### src/rtl/instr_encoder.sv
// RV32I instruction encoder: packs decoded fields into 32-bit words and expands LI into LUI/ADDI.
// One registered output word with valid/ready on both sides; up to one word per cycle.
module instr_encoder #(
    parameter bit         CHECK_IMM = 1'b1,
    parameter logic [2:0] FMT_I     = 3'd1,
    parameter logic [2:0] FMT_S     = 3'd2,
    parameter logic [2:0] FMT_B     = 3'd3,
    parameter logic [2:0] FMT_U     = 3'd4,
    parameter logic [2:0] FMT_J     = 3'd5
) (
    input  logic        clk_i,
    input  logic        rst_ni,
    input  logic        req_valid_i,
    output logic        req_ready_o,
    input  logic [2:0]  req_fmt_i,
    input  logic [6:0]  req_opcode_i,
    input  logic [2:0]  req_funct3_i,
    input  logic [6:0]  req_funct7_i,
    input  logic [4:0]  req_rd_i,
    input  logic [4:0]  req_rs1_i,
    input  logic [4:0]  req_rs2_i,
    input  logic [31:0] req_imm_i,
    input  logic        req_li_i,
    output logic        instr_valid_o,
    input  logic        instr_ready_i,
    output logic [31:0] instr_o,
    output logic        instr_err_o,
    output logic        instr_last_o,
    output logic        dbg_state_o
);

    // Handshakes: a transfer happens on a rising edge where valid & ready are both high.
    // A producer holds valid and its payload stable until that transfer occurs.

    localparam logic [6:0] OP_IMM = 7'b0010011;
    localparam logic [6:0] OP_LUI = 7'b0110111;

    typedef enum logic {
        S_IDLE  = 1'b0,
        S_EMIT2 = 1'b1
    } state_t;

    state_t state, state_nx;

    logic        free;
    logic        accept;
    logic signed [31:0] simm;
    logic        fits12;
    logic        is_shift;
    logic [11:0] i_imm;
    logic [11:0] li_lo;
    logic [19:0] li_hi;

    logic [31:0] enc_word;
    logic        enc_err;
    logic        enc_last;
    logic        enc_two;

    logic        load;
    logic [31:0] load_word;
    logic        load_err;
    logic        load_last;

    logic [4:0]  pend_rd;
    logic [11:0] pend_lo;

    assign free        = !instr_valid_o || instr_ready_i;
    assign req_ready_o = (state == S_IDLE) && free;
    assign accept      = req_valid_i && req_ready_o;
    assign dbg_state_o = (state == S_EMIT2);

    assign simm     = req_imm_i;
    assign fits12   = (simm >= -32'sd2048) && (simm <= 32'sd2047);
    assign is_shift = (req_opcode_i == OP_IMM) &&
                      ((req_funct3_i == 3'b001) || (req_funct3_i == 3'b101));
    assign i_imm    = req_imm_i[11:0] | (is_shift ? {req_funct7_i, 5'd0} : 12'd0);

    // ADDI sign-extends lo, so the upper part is rounded up whenever lo is negative.
    assign li_lo = req_imm_i[11:0];
    assign li_hi = req_imm_i[31:12] + {19'd0, req_imm_i[11]};

    always_comb begin
        enc_word = '0;
        enc_err  = 1'b0;
        enc_last = 1'b1;
        enc_two  = 1'b0;
        if (req_li_i) begin
            if (fits12) begin
                enc_word = {li_lo, 5'd0, 3'b000, req_rd_i, OP_IMM};
            end else begin
                enc_word = {li_hi, req_rd_i, OP_LUI};
                enc_last = (li_lo == 12'd0);
                enc_two  = (li_lo != 12'd0);
            end
        end else begin
            case (req_fmt_i)
                FMT_I: begin
                    enc_word = {i_imm, req_rs1_i, req_funct3_i, req_rd_i, req_opcode_i};
                    enc_err  = is_shift ? (req_imm_i[31:5] != 27'd0) : !fits12;
                end
                FMT_S: begin
                    enc_word = {req_imm_i[11:5], req_rs2_i, req_rs1_i, req_funct3_i,
                                req_imm_i[4:0], req_opcode_i};
                    enc_err  = !fits12;
                end
                FMT_B: begin
                    enc_word = {req_imm_i[12], req_imm_i[10:5], req_rs2_i, req_rs1_i,
                                req_funct3_i, req_imm_i[4:1], req_imm_i[11], req_opcode_i};
                    enc_err  = req_imm_i[0] || (simm < -32'sd4096) || (simm > 32'sd4094);
                end
                FMT_U: begin
                    enc_word = {req_imm_i[31:12], req_rd_i, req_opcode_i};
                    enc_err  = (req_imm_i[11:0] != 12'd0);
                end
                FMT_J: begin
                    enc_word = {req_imm_i[20], req_imm_i[10:1], req_imm_i[11],
                                req_imm_i[19:12], req_rd_i, req_opcode_i};
                    enc_err  = req_imm_i[0] || (simm < -32'sd1048576) ||
                               (simm > 32'sd1048574);
                end
                default: begin
                    enc_word = {req_funct7_i, req_rs2_i, req_rs1_i, req_funct3_i,
                                req_rd_i, req_opcode_i};
                end
            endcase
        end
        if (!CHECK_IMM) begin
            enc_err = 1'b0;
        end
    end

    always_comb begin
        state_nx  = state;
        load      = 1'b0;
        load_word = enc_word;
        load_err  = enc_err;
        load_last = enc_last;
        case (state)
            S_IDLE: begin
                if (accept) begin
                    load = 1'b1;
                    if (enc_two) begin
                        state_nx = S_EMIT2;
                    end
                end
            end
            S_EMIT2: begin
                // Request inputs are ignored here; the ADDI comes from the latched rd/lo.
                if (free) begin
                    load      = 1'b1;
                    load_word = {pend_lo, pend_rd, 3'b000, pend_rd, OP_IMM};
                    load_err  = 1'b0;
                    load_last = 1'b1;
                    state_nx  = S_IDLE;
                end
            end
            default: begin
                state_nx = S_IDLE;
            end
        endcase
    end

    always_ff @(posedge clk_i or negedge rst_ni) begin
        if (!rst_ni) begin
            state   <= S_IDLE;
            pend_rd <= '0;
            pend_lo <= '0;
        end else begin
            state <= state_nx;
            if (accept) begin
                pend_rd <= req_rd_i;
                pend_lo <= li_lo;
            end
        end
    end

    // Loading while the old word is consumed replaces it without a valid bubble.
    always_ff @(posedge clk_i or negedge rst_ni) begin
        if (!rst_ni) begin
            instr_valid_o <= 1'b0;
            instr_o       <= '0;
            instr_err_o   <= 1'b0;
            instr_last_o  <= 1'b0;
        end else if (load) begin
            instr_valid_o <= 1'b1;
            instr_o       <= load_word;
            instr_err_o   <= load_err;
            instr_last_o  <= load_last;
        end else if (instr_ready_i) begin
            instr_valid_o <= 1'b0;
        end
    end

endmodule

### config.mk
export PLATFORM = sky130hd
export DESIGN_NAME = instr_encoder
export DESIGN_NICKNAME = d
export VERILOG_FILES = /design/src/rtl/instr_encoder.sv
export SDC_FILE = /design/constraint.sdc
export NUM_CORES = 1
export LEC_CHECK = 0
export ABC_AREA = 0
export BUFFER_PORTS_ARGS = -buffer_cell sky130_fd_sc_hd__buf_2
export CAP_MARGIN = 5
export CORE_MARGIN = 1.5
export CORE_UTILIZATION = 40
export CTS_CLUSTER_DIAMETER = 60
export DETAILED_ROUTE_END_ITERATION = 10
export GPL_ROUTABILITY_DRIVEN = 0
export SYNTH_ARGS = -nofsm -noshare
export SYNTH_HDL_FRONTEND = slang
export SYNTH_SLANG_ARGS = --single-unit
### constraint.sdc
create_clock -name clk_i -period 2.9 [get_ports clk_i]
set_input_delay 0.58 -clock clk_i [delete_from_list [all_inputs] [get_ports clk_i]]
set_output_delay 0.58 -clock clk_i [all_outputs]
set_load 0.1 [all_outputs]
=== After elaboration in Yosys (flattened, before gate mapping) ===
Cells that the tools add are included.

* Register bits: 53
* Bits of input ports: 72
* Output and inout bits: 37

* Add/subtract/negate cells: 1
* $lt $le $gt $ge: 6
* Muxes and demuxes: 26
* Bitwise gates (word level): 2
* Reductions and logical operators: 16
* Eq/ne operators: 8

{| class="wikitable"
|+ Operators with widths
! kind !! number
|-
| $pmux 32 s5 || 1
|-
| $mux 32 || 4
|-
| $ge 32x12->1 const B || 1
|-
| $gt 32x13->1 const B || 1
|-
| $gt 32x21->1 const B || 1
|-
| $le 32x12->1 const B || 1
|-
| $lt 32x13->1 const B || 1
|-
| $lt 32x21->1 const B || 1
|-
| $reduce_bool 27->1 || 1
|-
| $add 20x1->20 || 1
|-
| $mux 1 || 17
|-
| $logic_not 12->1 || 1
|-
| $mux 12 || 1
|-
| $or 12x12->12 || 1
|-
| $reduce_bool 12->1 || 1
|-
| $eq 3x3->1 const B || 3
|-
| $eq 7x5->1 const B || 1
|-
| $eq 3x1->1 const B || 2
|-
| $eq 3x2->1 const B || 2
|-
| $logic_or 1x1->1 || 6
|-
| $pmux 1 s5 || 1
|-
| $logic_and 1x1->1 || 4
|-
| $pmux 1 s2 || 2
|-
| $logic_not 1->1 || 2
|-
| other kinds (2) || 2
|}

=== Logic depth before layout (Yosys ltp) ===
Gate-level depths: netlist (run 1).

* Word-level depth: 9
* Mapped depth: 8
* Mapped depth without buffers: 8

=== Worst setup path before layout (run 1) ===
Ideal clock, no wire load.

* Path kind: reg2out
* From: register instr_valid_o
* To: output req_ready_o
* Required time: 2320 ps
* Stages on the path, launching flop included: 3
* Path buffers: 0
* Path slack: 34 ps
* Data arrival time: 2286 ps
* Cells stage by stage: dfrtp_1 -> nor2b_1 -> nor2_1

* Cells in the longest elaborated chain, start to end: 3

{| class="wikitable"
|+ Ends and longest elaborated chain
! what !! RTL line !! text
|-
| start, declared || 24 || <nowiki>output logic instr_valid_o,</nowiki>
|-
| start signal, assigned || 180 || <nowiki>instr_valid_o <= 1'b0;</nowiki>
|-
| start signal, assigned || 185 || <nowiki>instr_valid_o <= 1'b1;</nowiki>
|-
| start signal, assigned || 190 || <nowiki>instr_valid_o <= 1'b0;</nowiki>
|-
| $logic_not 1->1 || 67 || <nowiki>assign free = !instr_valid_o || instr_ready_i;</nowiki>
|-
| $logic_or 1x1->1 || 67 ||
|-
| $logic_and 1x1->1 || 68 || <nowiki>assign req_ready_o = (state == S_IDLE) && free;</nowiki>
|-
| end, declared || 14 || <nowiki>output logic req_ready_o,</nowiki>
|}

Every way passes these cells.

=== Worst setup path after layout (run 1) ===
* From: input req_imm_i[11]
* To: register instr_o[22]

* Cells in the longest elaborated chain, start to end: 6
* Elaborated cells between the ends (all ways): 8
* Classes of those cells: add/sub (1); order compare (2); mux (4); reduce/logical (1)

{| class="wikitable"
|+ Ends and longest elaborated chain
! what !! RTL line !! text
|-
| start, declared || 22 || <nowiki>input logic [31:0] req_imm_i,</nowiki>
|-
| $ge 32x12->1 or $le 32x12->1 (tied branches) || 73 || <nowiki>assign fits12 = (simm >= -32'sd2048) && (simm <= 32'sd2047);</nowiki>
|-
| $logic_and 1x1->1 || 73 ||
|-
| $mux 32 * || 88 || <nowiki>if (fits12) begin</nowiki>
|-
| $mux 32 * || 87 || <nowiki>if (req_li_i) begin</nowiki>
|-
| $mux 32 || 149 || <nowiki>if (free) begin</nowiki>
|-
| $mux 32 * || 138 || <nowiki>case (state)</nowiki>
|-
| end signal, assigned || 186 || <nowiki>instr_o <= load_word;</nowiki>
|-
| end, declared || 26 || <nowiki>output logic [31:0] instr_o,</nowiki>
|}

Every way passes the cells marked *; elsewhere a longest branch is shown, timed or not.
A chain may end at the register's enable or synchronous reset.

==> results of run 1 <==
## where the power goes
part	internal [mW]	switching, mW	leakage (nW)
Clock	0.176	0.273	0.0423
Combinational	0.300	1.21	1.49
Sequential	0.893	0.0986	0.644
## area by class of cell
type / instances / area share, %
clock inverters: 3 / 0.562
repair buffers: 124 / 14.1
clock buffers: 5 / 1.47
well taps: 133 / 3.56
flip-flops and latches: 53 / 28.4
multi-input cells: 400 / 51.4
inverters: 6 / 0.482
## per-layer routing
layer	up-vias	share of wire (%)	wire length, um	track usage [%]
li1	1989	-	-	-
met1	2029	47	6350	39.8
met2	179	45	6070	38.7
met3	12	7.1	965	2.87
met4	0	1.2	169	7.17
met5	-	0	0	0
## sequential cells by signal, indices dropped and copies added (netlist names)
register / flops
dbg_state_o: 1
instr_o: 32
pend_lo: 12
pend_rd: 5
instr_valid_o: 1
instr_err_o: 1
instr_last_o: 1
## critical path: cells and delay by family
kind / cells / cell delay [ps]
xor gates and xnor gates: 1 / 150
AOI/OAI and AO/OA: 1 / 190
buffers and inverters: 1 / 250
muxes: 1 / 90
adders and majority gates: 2 / 440
and+or+nand+nor: 3 / 810
## cells in the final DEF (no fill, tap or decap), types with 3 or more instances in the layout
cell,netlist,final
nand2_1,111,111
buf_2,5,108
dfrtp_1,53,53
o21ai_0,30,30
nor2_1,27,26
a21oi_1,26,26
mux2i_1,24,24
nand3_1,19,18
buf_4,1,16
a31oi_1,15,15
nor3_1,14,14
nand4_1,13,13
xor2_1,8,8
xnor2_1,8,8
a22oi_1,8,8
nand2b_1,7,7
inv_1,6,6
nor4_1,6,6
o211ai_1,6,6
o31ai_1,6,6
nor2b_1,5,5
and3_1,5,5
clkbuf_8,0,5
a221o_1,4,4
ha_1,4,4
a311oi_1,3,3
and4_1,3,3
o21ai_1,4,3
a221oi_1,3,3
mux2_2,3,3
a32o_1,3,3
## cell families after synthesis
group	synth area share, %
AND/OR/NAND/NOR	28.1
adder cells (fa/ha/maj)	1.27
multiplexers	6.95
AO/OA/AOI/OAI	20.7
XOR/XNOR	3.55
buffers and inverters	5.74
flip-flops	33.6
## worst max path at each step
stage                             end  slack (ps)  depth (start not counted)
after global placement    instr_o[15]         390                          7
final                     instr_o[22]         610                          9
after detailed placement  instr_o[15]         360                          7
after global routing      instr_o[22]         520                          9
after CTS                 instr_o[21]         700                          8
after floorplan           req_ready_o          30                          2
==> out/metrics.cfg, run 1 <==
[outcome]
outcome = finished clean

[final_layout]
seq_area_um2 = 1330
nets = 666
multi_input_area_um2 = 2400
syn2layout_area_growth_pct = 18.5
drive_gt1_share_pct = 24.9
final_area_um2 = 4670
post-route-util_pct = 48.2
instances_no_fill = 724
antenna_cells = 0
fillers = 982

[placed_design]
port_buffers = 108
dpl_cell_area_um2 = 4580
post-dp-hpwl_mm = 10.2
place_inst = 716
post-place-ws_ps = 363

[worst_setup_path]
crit_path_max_incr_delay_ps = 420
r2r_slack_ps = 950
start_kind = primary input
cp-end-kind = register
crit_arrival_ps = 2520
reg2reg_depth = 5
worstPathCellList = buf_2 > ha_1 > ha_1 > nand3_1 > nor2_1 > and3_1 > xor2_1 > mux2i_1 > o31ai_1
crit_required_ps = 3130
crit_start = req_imm_i[11]
worstReg2RegStart = instr_valid_o
path_max_fanout = 13
path_class = primary input to register
r2r_end = instr_o[16]
critPathSlowestCell = nor2_1
critical_path.most_common_cell = ha_1

[route]
vias_per_cell = 5.81
dr.first_iter.drc_count = 385
drcViolationCount = 0
via_count = 4209
wl_per_cell_um = 18.7
wl_mm = 13.6
dr.pass1.iters = 5
antenna_left = 0

[synth]
synthArstFlopShare_pct = 100
netlist_top_cells_count = 111 x nand2_1, 53 x dfrtp_1, 30 x o21ai_0, 27 x nor2_1, 26 x a21oi_1
synth_top_cell_by_area = dfrtp_1
ys_types = 61
syn_area_um2 = 3940
synth_top_area_share_pct = 33.6
ys.flop_type = dfrtp_1
netlist_top_cells_area = dfrtp_1 34%, nand2_1 11%, mux2i_1 6.1%
ys.warnings.count = 0
yosysMostFrequentCell = nand2_1
syn_nets = 572
synth_cells = 496
ys_seq_elements = 53
syn_avg_cell_area_um2 = 7.95
synth-edff-count = 0
ys_seq_area_share_pct = 33.6

[timing]
setup_tns_ps = 0
rsz0062_at_grt = false
slew_violations = 0
hold_slack_ps = 167
hold_viol = 0
clock-skew-final_ps = 8.62
finalCritPeriodShare_pct = 78.9
setup-violations-final = 0
worst_pin_slew_ps = 862
max_slew_margin_pct = 42.5
max_freq_ghz = 0.437
setup_ws_ps = 612
fin_crit_ps = 2290

[global_routing]
grt-ovfl-total = 0
grt_max_degree = 34
grt_use_total_pct = 26.0
grt_pass1_vias = 3739
antenna_found_initial = 0
grt_pass1_wl_mm = 20.7

[clocking]
cts_tree = done
cts-root-buf = clkbuf_8
cts-htree-levels = 2
cts_resized = 0
clock_latency_ps = 320
numCtsBuffers = 5
cts_sinks = 53
post_cts_buffers = 0
cts_hold_buf = 0
cts_buffer_depth = 2
path_clk_slew_ps = 110

[die]
start_util_pct = 40.7
rows = 36
die_height_um = 102
core_um2 = 9680
io_pins = 109
die_area_um2 = 10500
die_w_um = 102

[pwr]
power_mw = 2.95
power_density_nw_per_um2 = 632
p_leak_nw = 2.18
peakVddDrop_mv = 0.339

[worst_hold_path]
hp-class = primary input to asynchronous set/reset pin

[job]
maxCapViolations = 0

(Power assumes the default switching activity.)
==> run 2: changes to the inputs <==
clock period = 2.4 ns   (was 2.9 ns; I/O delays follow)
==> run 2 against run 1 <==
Register-to-register slack got worse by 350 ps. Sequential power increased by 21%. Power increased by 22%. First-iteration DRC count decreased by 6.0%. Highest routed layer is now met5. Combinational power increased by 23%. Setup slack got worse by 290 ps. Via count increased by 2.6%. Clock-buffer cell count unchanged. Die area unchanged.
==> out/metrics.cfg, run 2 (same netlist as run 1, synthesis figures left out) <==
[die]
die_w_um = 102  ; unchanged
start_util_pct = 40.7  ; unchanged
die_area_um2 = 10500  ; unchanged
core_um2 = 9680  ; unchanged
rows = 36  ; unchanged
die_height_um = 102  ; unchanged
io_pins = 109  ; unchanged

[final_layout]
fillers = 989  ; +0.71%
multi_input_area_um2 = 2400  ; -0.16%
syn2layout_area_growth_pct = 21.6
post-route-util_pct = 49.5  ; +1.3 points
final_area_um2 = 4800  ; +2.7%
seq_area_um2 = 1330  ; unchanged
reg_top3 = instr_o: 32 flops, pend_lo: 12 flops, pend_rd: 5 flops
nets = 683  ; +2.6%
drive_gt1_share_pct = 26.8  ; +1.9 points
largest_reg_flops = 32  ; unchanged
final_cell_mix = 111 x nand2_1, 108 x buf_2, 53 x dfrtp_1
antenna_cells = 0  ; unchanged
final_common_cell = nand2_1
regMostFlops = instr_o

[global_routing]
grt_max_degree = 40  ; +18%
grt_use_total_pct = 26.8  ; +0.77 points
grt_pass1_wl_mm = 21.6  ; +4.0%
grt_pass1_vias = 3933  ; +5.2%
antenna_found_initial = 0  ; unchanged
grt-ovfl-total = 0  ; unchanged

[clocking]
post_cts_buffers = 0  ; unchanged
cts-root-buf = clkbuf_8
cts_hold_buf = 0  ; unchanged
cts_tree = done
path_clk_slew_ps = 120  ; about the same
clock_latency_ps = 320  ; about the same
cts_resized = 0  ; unchanged
numCtsBuffers = 5  ; unchanged
cts_sinks = 53  ; unchanged
cts-htree-levels = 2  ; unchanged
cts_buffer_depth = 2  ; unchanged

[timing]
max_freq_ghz = 0.481
setup_ws_ps = 322  ; -290 ps
hold_viol = 0  ; unchanged
rsz0062_at_grt = false
max_slew_margin_pct = 33.5  ; -9.1 points
worst_pin_slew_ps = 992  ; +130 ps
setup_tns_ps = 0  ; unchanged
clock-skew-final_ps = 8.92  ; +0.297 ps
slew_violations = 0  ; unchanged
setup-violations-final = 0  ; unchanged
finalCritPeriodShare_pct = 86.6
fin_crit_ps = 2080
hold_slack_ps = 144  ; -23.3 ps

[worst_setup_path]
critPathSlowestCell = a311oi_1
crit_path_max_incr_delay_ps = 390  ; -30 ps
crit_arrival_ps = 2280  ; -240 ps
crit_required_ps = 2600  ; -530 ps
path_max_fanout = 7  ; -6
worstPathCellList = buf_2 > nand4_1 > nor4_4 > a41oi_1 > buf_4 > a311oi_1 > o21ai_0
path_buf_inv = 2  ; +1
start_kind = primary input
critPathTopFamily = compound AO/OA/AOI/OAI gates
cp-end-kind = register
path_class = primary input to register

[route]
wl_met3_mm = 1.18  ; +22%
wl_met1_mm = 6.23  ; -2.0%
wl_mm = 13.8  ; +1.5%
top_layer_used = met5
wl_per_cell_um = 18.6  ; -0.85%
dr.first_iter.drc_count = 362  ; -6.0%
antenna_left = 0  ; unchanged
dr.pass1.iters = 5  ; unchanged
vias_per_cell = 5.83  ; +0.21%
drcViolationCount = 0  ; unchanged
met2_length_mm = 6.13  ; +1.1%
via_count = 4317  ; +2.6%

[outcome]
outcome = finished clean

[placed_design]
port_buffers = 108  ; unchanged
post-dp-hpwl_mm = 10.5  ; +2.5%
post-place-ws_ps = 40.4  ; -322 ps
dpl_cell_area_um2 = 4700  ; +2.7%

[pwr]
peakVddDrop_mv = 0.358  ; +5.7%
power_density_nw_per_um2 = 750  ; +19%
p_leak_nw = 2.26  ; +3.8%

[job]
maxCapViolations = 0  ; unchanged

[worst_hold_path]
hp-class = primary input to asynchronous set/reset pin

-- run 2: metal layers --
| metal | vias to the layer above | global-route usage, % |
|---|---|---|
| met2 | 218 | 39.0 |
| met1 | 2050 | 41.7 |
| met3 | 18 | 3.35 |
| met4 | 2 | 6.11 |
| met5 | - | 3.37 |
| li1 | 2029 | - |
-- run 2: cell type report --
| type | instances | area share (%) |
|---|---|---|
| Tap cell | 133 | 3.47 |
| Clock inverter | 3 | 0.548 |
| Timing Repair Buffer | 141 | 16.4 |
| Multi-Input combinational cell | 400 | 50.0 |
| Sequential cell | 53 | 27.7 |
| Clock buffer | 5 | 1.43 |
| Inverter | 6 | 0.470 |
-- run 2: through the flow --
step / instances / total power, mW
floorplan: 496 / 2.62
global placement: 733 / 3.04
detailed placement: 733 / 3.06
CTS: 741 / 3.60
global route: 741 / 3.76
finish: 741 / 3.60
-- run 2: worst paths after layout --
| path | startpoint | to | slack (ps) | cells after the start |
|---|---|---|---|---|
| max in group asynchronous | rst_ni | instr_o[21] | 1970 | 2 |
| hold reg to reg | pend_lo[3] | pend_lo[3] | 490 | 2 |
| setup reg to reg | dbg_state_o | instr_o[11] | 600 | 4 |
| setup / recovery | req_imm_i[24] | instr_o[19] | 320 | 7 |
| min in group clk_i | req_rd_i[4] | pend_rd[4] | 360 | 3 |
| hold / removal | rst_ni | instr_o[11] | 140 | 2 |
-- run 2: worst reg2reg max path: stages (launching register included) --
cell and delay [ps]:
dfrtp_1 450, o21ai_1 800, buf_4 310, a22oi_1 90, o21ai_0 90
-- run 2: power breakdown --
part           switching [mW]  leakage, nW  internal [mW]
logic                    1.47         1.57          0.378
registers               0.119        0.644           1.08
clock network           0.338       0.0423          0.213
total                    1.93         2.26           1.67
==> run 3: changes to the inputs <==
CTS_BUF_LIST = sky130_fd_sc_hd__clkbuf_16   (was unset)
==> run 3 against run 2 <==
First-iteration DRC count rose by 17%. Global-route usage rose by 0.058 points. Combinational power barely moved. Utilization rose by 0.58 points. Clock power rose by 36%. Register-to-register slack barely moved. Die area did not move. Via count rose by 0.16%. Critical path type unchanged. Critical endpoint unchanged. Largest power group unchanged.
==> out/metrics.cfg, run 3 (same netlist as run 1, synthesis figures left out) <==
[outcome]
outcome = finished clean

[placed_design]
post-place-ws_ps = 40.4  ; unchanged
post-dp-hpwl_mm = 10.5  ; unchanged
dpl_cell_area_um2 = 4700  ; unchanged
port_buffers = 108  ; unchanged

[worst_setup_path]
r2r_end = instr_o[11]
start_kind = primary input
critical_path_depth = 7  ; unchanged
r2r_slack_ps = 600  ; about the same
reg2reg_depth = 4  ; unchanged
critPathSlowestCell = a311oi_1
critPathTopFamily = compound AO/OA/AOI/OAI gates
worstReg2RegStart = dbg_state_o
path_max_fanout = 7  ; unchanged
path_class = primary input to register
crit_arrival_ps = 2280  ; about the same
path_buf_inv = 2  ; unchanged
crit_path_max_incr_delay_ps = 400  ; about the same
cp-end-kind = register
crit_required_ps = 2580  ; -20 ps
worstPathCellList = buf_2 > nand4_1 > nor4_4 > a41oi_1 > buf_4 > a311oi_1 > o21ai_0
crit_start = req_imm_i[24]
cp-endpoint = instr_o[19]

[timing]
setup_ws_ps = 293  ; -29.4 ps
setup-violations-final = 0  ; unchanged
rsz0062_at_grt = false
finalCritPeriodShare_pct = 87.8  ; +1.2 points
fin_crit_ps = 2110  ; +29.4 ps
max_freq_ghz = 0.475  ; -1.4%
max_slew_margin_pct = 32.9  ; -0.51 points
slew_violations = 0  ; unchanged
hold_viol = 0  ; unchanged
clock-skew-final_ps = 6.61  ; -2.31 ps
worst_pin_slew_ps = 999  ; +7.53 ps
setup_tns_ps = 0  ; unchanged

[route]
drcViolationCount = 0  ; unchanged
dr.pass1.iters = 5  ; unchanged
dr.first_iter.drc_count = 422  ; +17%
wl_per_cell_um = 18.5  ; -0.23%
via_count = 4324  ; +0.16%
wl_mm = 13.7  ; -0.23%
antenna_left = 0  ; unchanged
vias_per_cell = 5.84  ; +0.16%

[clocking]
cts-root-buf = clkbuf_16
cts-htree-levels = 2  ; unchanged
cts_hold_buf = 0  ; unchanged
clock_latency_ps = 300  ; -20 ps
cts_sinks = 53  ; unchanged
numCtsBuffers = 5  ; unchanged
post_cts_buffers = 0  ; unchanged
cts_resized = 0  ; unchanged
path_clk_slew_ps = 80  ; -40 ps
cts_tree = done
cts_buffer_depth = 2  ; unchanged

[final_layout]
drive_gt1_share_pct = 26.8  ; unchanged
syn2layout_area_growth_pct = 23.1
fillers = 987  ; -0.20%
nets = 683  ; unchanged
largest_reg_flops = 32  ; unchanged
antenna_cells = 0  ; unchanged
final_cell_mix = 111 x nand2_1, 108 x buf_2, 53 x dfrtp_1
reg_top3 = instr_o: 32 flops, pend_lo: 12 flops, pend_rd: 5 flops
final_common_cell = nand2_1
regMostFlops = instr_o
final_area_um2 = 4850  ; +1.2%

[pwr]
power_density_nw_per_um2 = 783  ; +4.4%
p_leak_nw = 2.28  ; +1.1%
peakVddDrop_mv = 0.387  ; +8.0%

[global_routing]
grt_pass1_vias = 3916  ; -0.43%
grt-ovfl-total = 0  ; unchanged
grt_max_degree = 40  ; unchanged
antenna_found_initial = 0  ; unchanged
grt_use_total_pct = 26.9  ; +0.058 points
grt_pass1_wl_mm = 21.6  ; about the same

[job]
maxCapViolations = 0  ; unchanged

[die]
rows = 36  ; unchanged
io_pins = 109  ; unchanged
die_height_um = 102  ; unchanged
die_w_um = 102  ; unchanged
start_util_pct = 40.7  ; unchanged
die_area_um2 = 10500  ; unchanged
core_um2 = 9680  ; unchanged

[worst_hold_path]
hp-class = primary input to asynchronous set/reset pin

-- run 3: cell types whose count changed in the layout (fill, tap and decap cells not counted) --
cell,before,now
clkbuf_8,5,0
clkbuf_16,0,5
-- run 3: worst min path at each step --
stage,to,cells after the start
3_3_place_gp,pend_rd[2],2
5_1_grt,pend_rd[4],2
2_1_floorplan,dbg_state_o,0
4_1_cts,instr_o[11],2
3_5_place_dp,pend_lo[3],2
6_report,instr_o[11],2
-- run 3: per-layer routing --
layer	vias up	global-route usage (%)	wire, um
li1	2031	-	-
met1	2062	41.7	6230
met2	219	39.0	6130
met3	12	4.04	1250
met4	0	6.11	118
met5	-	0	0
-- run 3: cell type report --
cell class / instances / area [um2] / area share [%]
Clock buffer: 5 / 125 / 2.58
Clock inverter: 3 / 26.3 / 0.542
Inverter: 6 / 22.5 / 0.464
Multi-Input combinational cell: 400 / 2400 / 49.4
Sequential cell: 53 / 1330 / 27.3
Tap cell: 133 / 166 / 3.43
Timing Repair Buffer: 141 / 788 / 16.2
-- run 3: report_power, final --
| group | switching [mW] | internal (mW) |
|---|---|---|
| sequential | 0.119 | 1.08 |
| combinational | 1.47 | 0.378 |
| clock | 0.357 | 0.395 |
| total | 1.95 | 1.85 |
-- run 3: through the flow --
stage | utilization [%] | instances | power [mW] | hold WS (ps)
after floorplan | - | 496 | 2.62 | 184
after global placement | 48.5 | 733 | 3.04 | 458
after detailed placement | 48.5 | 733 | 3.06 | 463
after CTS | 50.1 | 741 | 3.80 | 194
after global routing | 50.1 | 741 | 3.97 | 207
final | 50.1 | 741 | 3.80 | 176
